<file path="config.mk">
export PLATFORM = sky130hd
export DESIGN_NAME = uart_tx
export DESIGN_NICKNAME = d
export VERILOG_FILES = /design/src/rtl/uart_pkg.sv /design/src/rtl/sync_fifo.sv /design/src/rtl/uart_tx.sv
export SDC_FILE = /design/constraint.sdc
export NUM_CORES = 1
export LEC_CHECK = 0
export CAP_MARGIN = 15
export CORE_MARGIN = 2
export CORE_UTILIZATION = 45
export CTS_CLUSTER_SIZE = 20
export DETAILED_ROUTE_END_ITERATION = 12
export PLACE_DENSITY = 0.68
export SLEW_MARGIN = 15
export SYNTH_ARGS = -nofsm -noshare
export SYNTH_HDL_FRONTEND = slang
export SYNTH_SLANG_ARGS = --single-unit
</file>
<file path="constraint.sdc">
create_clock -name i_clk -period 3.5 [get_ports i_clk]
set_input_delay 0.7 -clock i_clk [delete_from_list [all_inputs] [get_ports i_clk]]
set_output_delay 0.7 -clock i_clk [all_outputs]
set_load 0.05 [all_outputs]
</file>
<file path="src/rtl/uart_pkg.sv">
// Constants and types shared by the UART transmitter and receiver: character
// format levels, the baud divisor helper and the transmit FSM state encoding.
package uart_pkg;

  localparam int unsigned DATA_BITS   = 8;
  localparam logic        START_LEVEL = 1'b0;
  localparam logic        STOP_LEVEL  = 1'b1;
  localparam logic        IDLE_LEVEL  = 1'b1;

  typedef enum logic [1:0] {
    IDLE  = 2'd0,
    START = 2'd1,
    DATA  = 2'd2,
    STOP  = 2'd3
  } tx_state_e;

  // System clocks per serial bit; integer divide, the remainder is dropped.
  function automatic int unsigned calc_clks_per_bit(input int unsigned clk_freq,
                                                    input int unsigned baud);
    return clk_freq / baud;
  endfunction

endpackage

</file>
<file path="src/rtl/sync_fifo.sv">
// Single-clock FIFO with registered full/empty flags and a fall-through read port.
// Pushes while full and pops while empty are ignored.
module sync_fifo #(
  parameter int unsigned WIDTH = 8,
  parameter int unsigned DEPTH = 4
) (
  input  logic             i_clk,
  input  logic             i_rst,
  input  logic             push,
  input  logic             pop,
  input  logic [WIDTH-1:0] wr_data,
  output logic [WIDTH-1:0] rd_data_c,
  output logic             full,
  output logic             empty
);

  localparam int unsigned PTR_W = $clog2(DEPTH);
  localparam int unsigned CNT_W = PTR_W + 1;

  if (DEPTH < 2 || (DEPTH & (DEPTH - 1)) != 0) begin : g_bad_depth
    $error("sync_fifo: DEPTH must be a power of 2 and >= 2");
  end

  logic [WIDTH-1:0] mem [DEPTH];
  logic [PTR_W-1:0] wr_ptr;
  logic [PTR_W-1:0] rd_ptr;
  logic [CNT_W-1:0] count;
  logic [CNT_W-1:0] count_nxt;
  logic             do_push;
  logic             do_pop;

  // Flags are registered, so a push while full is refused even if a pop lands on the same edge.
  assign do_push   = push && !full;
  assign do_pop    = pop && !empty;
  assign rd_data_c = mem[rd_ptr];

  always_comb begin
    count_nxt = count;
    case ({do_push, do_pop})
      2'b10:   count_nxt = count + CNT_W'(1);
      2'b01:   count_nxt = count - CNT_W'(1);
      default: count_nxt = count;
    endcase
  end

  always_ff @(posedge i_clk or posedge i_rst) begin
    if (i_rst) begin
      wr_ptr <= '0;
      rd_ptr <= '0;
      count  <= '0;
      full   <= 1'b0;
      empty  <= 1'b1;
    end else begin
      if (do_push) wr_ptr <= wr_ptr + PTR_W'(1);
      if (do_pop)  rd_ptr <= rd_ptr + PTR_W'(1);
      count <= count_nxt;
      full  <= (count_nxt == CNT_W'(DEPTH));
      empty <= (count_nxt == '0);
    end
  end

  // Storage needs no reset; the pointers define what is valid.
  always_ff @(posedge i_clk) begin
    if (do_push) mem[wr_ptr] <= wr_data;
  end

endmodule

</file>
<file path="src/rtl/uart_tx.sv">
// UART transmitter: 8N1/8N2 framing, LSB first, fed from a small byte FIFO.
// Frames drain back-to-back with no idle gap while the FIFO has data.
module uart_tx
  import uart_pkg::*;
#(
  parameter int unsigned CLK_FREQ   = 12000000,
  parameter int unsigned BAUD       = 9600,
  parameter int unsigned STOP_BITS  = 1,
  parameter int unsigned FIFO_DEPTH = 4
) (
  input  logic                 i_clk,
  input  logic                 i_rst,
  input  logic [DATA_BITS-1:0] i_data,
  input  logic                 i_valid,
  output logic                 o_ready,
  output logic                 o_tx,
  output logic                 o_busy
);

  localparam int unsigned CLKS_PER_BIT = calc_clks_per_bit(CLK_FREQ, BAUD);
  localparam int unsigned BAUD_W       = $clog2(CLKS_PER_BIT);
  localparam int unsigned IDX_W        = 3;
  localparam int unsigned STOP_W       = 2;

  localparam logic [BAUD_W-1:0] BAUD_RELOAD = BAUD_W'(CLKS_PER_BIT - 1);
  localparam logic [IDX_W-1:0]  LAST_IDX    = IDX_W'(DATA_BITS - 1);
  localparam logic [STOP_W-1:0] LAST_STOP   = STOP_W'(STOP_BITS - 1);

  if (CLKS_PER_BIT < 2) begin : g_bad_baud
    $error("uart_tx: CLK_FREQ / BAUD must be >= 2");
  end
  if (STOP_BITS != 1 && STOP_BITS != 2) begin : g_bad_stop
    $error("uart_tx: STOP_BITS must be 1 or 2");
  end

  tx_state_e            state;
  logic [BAUD_W-1:0]    baud_cnt;
  logic [IDX_W-1:0]     bit_idx;
  logic [STOP_W-1:0]    stop_cnt;
  logic [DATA_BITS-1:0] shift;
  logic [DATA_BITS-1:0] fifo_head;
  logic                 fifo_full;
  logic                 fifo_empty;
  logic                 baud_done;
  logic                 pop_c;

  sync_fifo #(
    .WIDTH (DATA_BITS),
    .DEPTH (FIFO_DEPTH)
  ) u_fifo (
    .i_clk     (i_clk),
    .i_rst     (i_rst),
    .push      (i_valid),
    .pop       (pop_c),
    .wr_data   (i_data),
    .rd_data_c (fifo_head),
    .full      (fifo_full),
    .empty     (fifo_empty)
  );

  assign o_ready   = !fifo_full;
  assign o_busy    = (state != IDLE) || !fifo_empty;
  assign baud_done = (baud_cnt == '0);

  // A new byte is taken from idle, or at the end of the final stop bit so frames abut.
  always_comb begin
    pop_c = 1'b0;
    case (state)
      IDLE:    pop_c = !fifo_empty;
      STOP:    pop_c = baud_done && (stop_cnt >= LAST_STOP) && !fifo_empty;
      default: pop_c = 1'b0;
    endcase
  end

  always_ff @(posedge i_clk or posedge i_rst) begin
    if (i_rst) begin
      state    <= IDLE;
      o_tx     <= IDLE_LEVEL;
      baud_cnt <= '0;
      bit_idx  <= '0;
      stop_cnt <= '0;
      shift    <= '0;
    end else begin
      case (state)
        IDLE: begin
          if (pop_c) begin
            shift    <= fifo_head;
            o_tx     <= START_LEVEL;
            baud_cnt <= BAUD_RELOAD;
            state    <= START;
          end else begin
            o_tx <= IDLE_LEVEL;
          end
        end

        START: begin
          if (baud_done) begin
            o_tx     <= shift[0];
            baud_cnt <= BAUD_RELOAD;
            bit_idx  <= '0;
            state    <= DATA;
          end else begin
            baud_cnt <= baud_cnt - BAUD_W'(1);
          end
        end

        // shift[0] is always the bit currently on the line.
        DATA: begin
          if (baud_done) begin
            baud_cnt <= BAUD_RELOAD;
            if (bit_idx < LAST_IDX) begin
              shift   <= shift >> 1;
              o_tx    <= shift[1];
              bit_idx <= bit_idx + IDX_W'(1);
            end else begin
              o_tx     <= STOP_LEVEL;
              stop_cnt <= '0;
              state    <= STOP;
            end
          end else begin
            baud_cnt <= baud_cnt - BAUD_W'(1);
          end
        end

        STOP: begin
          if (baud_done) begin
            if (stop_cnt < LAST_STOP) begin
              stop_cnt <= stop_cnt + STOP_W'(1);
              baud_cnt <= BAUD_RELOAD;
            end else if (pop_c) begin
              shift    <= fifo_head;
              o_tx     <= START_LEVEL;
              baud_cnt <= BAUD_RELOAD;
              state    <= START;
            end else begin
              o_tx  <= IDLE_LEVEL;
              state <= IDLE;
            end
          end else begin
            baud_cnt <= baud_cnt - BAUD_W'(1);
          end
        end

        default: begin
          o_tx  <= IDLE_LEVEL;
          state <= IDLE;
        end
      endcase
    end
  end

endmodule

</file>
==> reports/metrics.csv, run 1 <==
metric,value,unit
net switching fraction of the power,0.396,
Mapped Nets,280,
worst path bufs/invs,2,
share of cells above drive strength 1,0.162,
routed vias,2072,
DR iter-0 viols,105,
ANT nets after route,0,
cell taking the most area after synthesis,edfxtp_1,
HP Class,flip-flop to flip-flop,
global routing usage on met1,0.233,
post-synthesis instance area,3220,µm²
Mapped Cells,254,
fillers,601,
Worst Reg-to-Reg Cells,11,
starting density of the core,0.469,
Worst-path clk slew,80,ps
Port-buffer cells,13,
RSZ-0062 raised after global routing,false,
Hold Path Cell Cnt,1,
worst slew pin tran,609,ps
CP Capture Type,flip-flop,
Relative slew margins,0.589,
Final Skew,10.9,ps
Num CTS Buffers,9,
async set-reset flop share out of synthesis,0.515,
CTS tree,yes,
# setup viols final,0,
total routed wirelength,5800,µm
Comb power frac,0.452,
Yosys top cell area share,0.298,
"Seq/Total Area, Yosys",0.563,
total I/O pin count,14,
Critical Path Fanout Max,7,
Crit Path Class,flip-flop to flip-flop,
CP Launch Type,flip-flop,
Final Hold Viols,0,
Routed wire per std cell,15.5,µm
Synth Flop Type,edfxtp_1,
# rows,30,
Cells after DPL,357,
gr ovfl total,0,
Crit path max-delay family,adder cells,
CP Data Required Time,3780,ps
"slowest stage delay, CP",430,ps
FMAX,0.338,GHz
Worst IR Drop VDD,383,µV
first-pass GRT wire length,10000,µm
CTS root buffer,clkbuf_8,
global routing usage on met2,0.263,
clock share of power,0.186,
number of synthesized flops with an enable pin,32,
critical path depth,11,
Layout Nets,298,
fin cells,373,
# DRC,0,
switching pwr,1.42,mW
number of synthesized register bits,66,
worst skew pair latency,350,ps
Post-CTS Hold Fix Bufs,0,
CTS Buffer Depth,2,
GR Util All Layers,0.170,
DR pass1 iterations,4,
Design Power,3.58,mW
Core Area,6870,µm²
Area growth syn-to-layout,13.7,%
Via density,5.55,
Max Cap Viol,0,
final-report max-slew violation count,0,
Post-CTS Resized,0,
synth warn,0,
initial antenna violation count,0,
Netlist cell types,50,
diode count,0,
CP Data Arrival Time,3240,ps
Lkg Pwr,1.42,nW
Synth area leaders,"edfxtp_1 (30%), dfrtp_1 (25%), mux4_2 (5.6%)",
Seq pwr share,0.362,
GPL Wtd Cong,0.777,
worst-path cell chain,"inv_1, ha_1, nor2b_1, and4_1, o21ai_2, inv_1, ha_1, fa_1, mux2_2, or2_2, nor2b_1",
Tcrit/Tclk final,0.845,
gr busiest metal,met2,
met3 usage,0.0336,
htree depth,3,
chip width,88.6,µm
post-CTS setup buffers,0,
Die Y-Extent,88.6,µm
Pint,2.16,mW
vias in the first global route,2067,
Power Density,976,nW/µm²
syn_area_per_cell,12.7,µm²
"Min Clock Period, post-route",2960,ps
die area,7860,µm²
setup tns final,0,ps
clk sinks,66,
DP HPWL,3990,µm
CP max stage cell,fa_1,
status,finished clean,
largest net degree at the start of global routing,35,
## cell usage in the layout (no fill, tap or decap), types with 5 or more instances in the layout
cell and instances:
a2bb2oi_1 6, edfxtp_1 32, dfrtp_1 32, nor2_1 22
clkbuf_8 10, clkdlybuf4s50_1 13, o21ai_0 14, mux4_2 8
xnor2_1 5, a21oi_1 12, inv_1 14, o2bb2ai_1 5
nand2_1 11, ha_1 14
## per-layer routing
metal | part of all wire | vias to the layer above
met2 | 0.47 | 27
met5 | 0 | -
met3 | 0.022 | 12
li1 | - | 997
met1 | 0.48 | 1036
met4 | 0.022 | 0
## cells in the mapped netlist, drive strengths merged (3+ instances only)
cell and count:
a211oi 4, a21o 4, a21oi 12, a2bb2oi 6, a311oi 3, a31oi 3, and2 4, buf 4
clkbuf 6, dfrtp 32, edfxtp 32, ha 14, inv 14, mux4 8, nand2 11, nand3 4
nand4 3, nor2 22, nor2b 3, nor3 5, o21ai 15, o221a 3, o2bb2ai 5, or4 5
xnor2 5
## worst register-to-register path: cells and delay by family, from the launching register on
kind	cells	cell delay (ps)
flops	1	380
compound gates	1	350
mux	1	270
simple gates	4	800
buf+inv	2	210
fa+ha+maj	3	880
## cell type report
class | instances | area, µm² | area share
multi-input combinational | 164 | 1310 | 0.358
sequential | 66 | 1810 | 0.495
inverter | 14 | 52.6 | 0.0143
clock inverter | 6 | 71.3 | 0.0194
tap | 96 | 120 | 0.0328
clock buffer | 10 | 138 | 0.0375
timing repair buffer | 17 | 160 | 0.0437
## final timing paths
| check | start | endpoint | slack, ps |
|---|---|---|---|
| setup reg to reg | baud_cnt[0]$_DFF_PP0_ | u_fifo.full$_DFF_PP0_ | 540 |
| max in group asynchronous | i_rst | o_tx$_DFFE_PP1P_ | 2410 |
| min in group asynchronous | i_rst | u_fifo.full$_DFF_PP0_ | 750 |
| hold / removal | u_fifo.count[2]$_DFF_PP0_ | u_fifo.count[2]$_DFF_PP0_ | 480 |
| hold reg to reg | u_fifo.count[2]$_DFF_PP0_ | u_fifo.count[2]$_DFF_PP0_ | 480 |
| setup / recovery | baud_cnt[0]$_DFF_PP0_ | u_fifo.full$_DFF_PP0_ | 540 |
## power groups by stage
stage	combinational [mW]	sequential (mW)	clock [mW]
floorplan	1.33	1.24	0
global route	1.81	1.34	0.714
global placement	1.59	1.30	0
CTS	1.63	1.30	0.683
detailed placement	1.62	1.32	0
finish	1.62	1.30	0.664
## per-stage QoR
step	worst slack, ps	hold WS, ps	instance area (µm²)	util
3_5_place_dp	529	474	3460	0.503
2_1_floorplan	619	446	3220	-
4_1_cts	524	486	3670	0.534
3_3_place_gp	644	468	3460	0.503
6_report	542	481	3670	0.534
5_1_grt	304	517	3670	0.534
## registers in the layout, summed over array words and instances, names as in the netlist
register       cells
u_fifo.mem        32
shift              8
o_tx               1
u_fifo.wr_ptr      2
u_fifo.count       3
u_fifo.full        1
u_fifo.empty       1
state              2
u_fifo.rd_ptr      2
baud_cnt          11
bit_idx            3
## cells by family (layout without fill, tap and decap cells)
group           count (synthesis)  after routing  share of synthesized area
buf+inv                        24             47                     0.0307
simple gates                   67             67                      0.117
compound gates                 66             66                      0.150
xor+xnor                        6              6                     0.0163
fa+ha+maj                      15             15                     0.0605
mux                            10             10                     0.0629
flops                          66             66                      0.563
Note: power is estimated with default switching activity, not from simulation.
==> run 2, diff against run 1 <==
PLACE_DENSITY = 0.71   (was 0.68)
clock period = 2.4 ns   (was 3.5 ns; I/O delays follow)
==> reports/metrics.csv, run 2 (synthesized netlist as in run 1, its figures left out) <==
metric,value,unit
DR pass1 iterations,4,
Power Density,1470,nW/µm²
GPL Wtd Cong,0.802,
Worst Reg-to-Reg Cells,9,
CTS Buffer Depth,2,
pre-CTS setup slack,-64.4,ps
CTS tree,yes,
Critical Path Fanout Max,3,
die area,7860,µm²
# rows,30,
net switching fraction of the power,0.387,
"commonest non-fill, non-tap cells in the layout","buf_4 (34), edfxtp_1 (32), dfrtp_1 (31)",
total routed wirelength,6100,µm
Cells after DPL,383,
fin cells,402,
Tcrit/Tclk final,1.01,
CP Data Required Time,2690,ps
chip width,88.6,µm
clock share of power,0.169,
gr busiest metal,met2,
worst r2r src,baud_cnt[9]$_DFF_PP0_,
total I/O pin count,14,
setup tns final,-51.9,ps
routed vias,2222,
ANT nets after route,0,
Placed Area,3690,µm²
status,"complete, but fails checks",
Core Area,6870,µm²
RSZ-0062 raised after global routing,true,
clk sinks,66,
global routing usage on met2,0.263,
Routed wire per std cell,15.2,µm
initial antenna violation count,0,
Reg2Reg Setup Slack,-30,ps
# setup viols final,2,
Final Hold Viols,0,
Seq pwr share,0.319,
"Min Clock Period, post-route",2430,ps
DR iter-0 viols,164,
Port-buffer cells,13,
Comb power frac,0.512,
Hold Crit Start,baud_cnt[1]$_DFF_PP0_,
Hold Path Cell Cnt,2,
share of cells above drive strength 1,0.275,
final-report max-slew violation count,0,
worst skew pair latency,350,ps
vias in the first global route,2200,
Final Skew,9.70,ps
"most common cell after layout, fill and taps aside",buf_4,
DP HPWL,4240,µm
# DRC,0,
Regs by FF count,"u_fifo.mem: 32 flops, baud_cnt: 11 flops, shift: 8 flops",
reg2reg end,u_fifo.full$_DFF_PP0_,
switching pwr,2.24,mW
Die Y-Extent,88.6,µm
"Design Area, Final",3940,µm²
FMAX,0.411,GHz
first-pass GRT wire length,10500,µm
Worst IR Drop VDD,695,µV
Lkg Pwr,1.58,nW
met3 usage,0.0382,
CP Data Arrival Time,2720,ps
Pint,3.55,mW
Area growth syn-to-layout,22.0,%
Relative slew margins,0.621,
max FFs per register,32,
worst slew pin tran,568,ps
gr ovfl total,0,
Largest Register,u_fifo.mem,
PnR worst setup slack,-30.5,ps
Layout Nets,327,
CTS root buffer,clkbuf_8,
CP Capture Type,flip-flop,
HP Class,flip-flop to flip-flop,
largest net degree at the start of global routing,35,
global routing usage on met1,0.248,
violated checks,negative setup slack,
Worst-path clk slew,80,ps
Via density,5.53,
WHS Endpoint,baud_cnt[1]$_DFF_PP0_,
starting density of the core,0.469,
Max Cap Viol,0,
Num CTS Buffers,9,
Crit Path Class,flip-flop to flip-flop,
GR Util All Layers,0.177,
htree depth,3,
CP Launch Type,flip-flop,
diode count,0,
==> run 2: cell types whose count changed in the layout (fill, tap and decap cells not counted), sizes merged <==
cell	change
buf	+30
clkbuf	-1
clkdlybuf4s50	-1
clkinv	+1
clkinvlp	-1
inv	+1
==> run 2: cell type report <==
cell class	instances	area, µm²
Fill cell	548	2930
Clock inverter	7	83.8
Timing Repair Buffer	46	375
Tap cell	96	120
Clock buffer	9	124
Multi-Input combinational cell	164	1360
Inverter	14	52.6
Sequential cell	66	1820
==> run 2: power groups by stage <==
stage	Clock [mW]	Sequential, mW	Combinational, mW
after detailed placement	0	1.87	2.87
after global routing	1.04	1.89	3.29
after CTS	0.993	1.85	2.89
after floorplan	0	1.82	2.04
final	0.980	1.85	2.97
after global placement	0	1.86	2.78
==> run 2: worst max path at each step <==
stage | slack, ps | depth (start not counted) | endpoint | start
6_report | -30 | 9 | u_fifo.full$_DFF_PP0_ | baud_cnt[9]$_DFF_PP0_
2_1_floorplan | -250 | 10 | u_fifo.full$_DFF_PP0_ | baud_cnt[3]$_DFF_PP0_
4_1_cts | -40 | 9 | u_fifo.full$_DFF_PP0_ | baud_cnt[6]$_DFF_PP0_
3_5_place_dp | -60 | 8 | u_fifo.full$_DFF_PP0_ | i_valid
3_3_place_gp | -20 | 8 | u_fifo.full$_DFF_PP0_ | i_valid
5_1_grt | -130 | 9 | u_fifo.full$_DFF_PP0_ | baud_cnt[9]$_DFF_PP0_
==> run 2: metal layers <==
layer / vias up / routed length (µm)
met2: 55 / 2830
li1: 1055 / -
met4: 0 / 93
met3: 10 / 275
met5: - / 0
met1: 1102 / 2890
==> run 2: stage by stage <==
step	total power, mW	hold WS [ps]	utilization
3_5_place_dp	4.73	462	0.537
6_report	5.79	513	0.573
5_1_grt	6.22	516	0.573
2_1_floorplan	3.86	442	-
3_3_place_gp	4.64	467	0.537
4_1_cts	5.73	504	0.568
==> run 2: worst max-delay path: stages, from the launching register on <==
cell and delay [ps]:
dfrtp_2 440, nor4_4 320, and4_4 300, o21ai_4 60, inv_2 80, ha_4 130, fa_1 410, mux2_4 280
or2_4 240, nor2b_4 100
==> run 2: repair_timing <==
item                                    in CTS  in global routing
endpoints found under the setup margin       2                  2
resized for setup                            2                  3
setup buffers                                0                  3
pin swaps                                    1                  5
hold buffers                                 0                  0
gates cloned                                 0                  0
==> run 3, diff against run 2 <==
SLEW_MARGIN = 10   (was 15)
==> results of run 3 <==
Same layout as run 2: the final DEF is identical, and so are final timing and power.
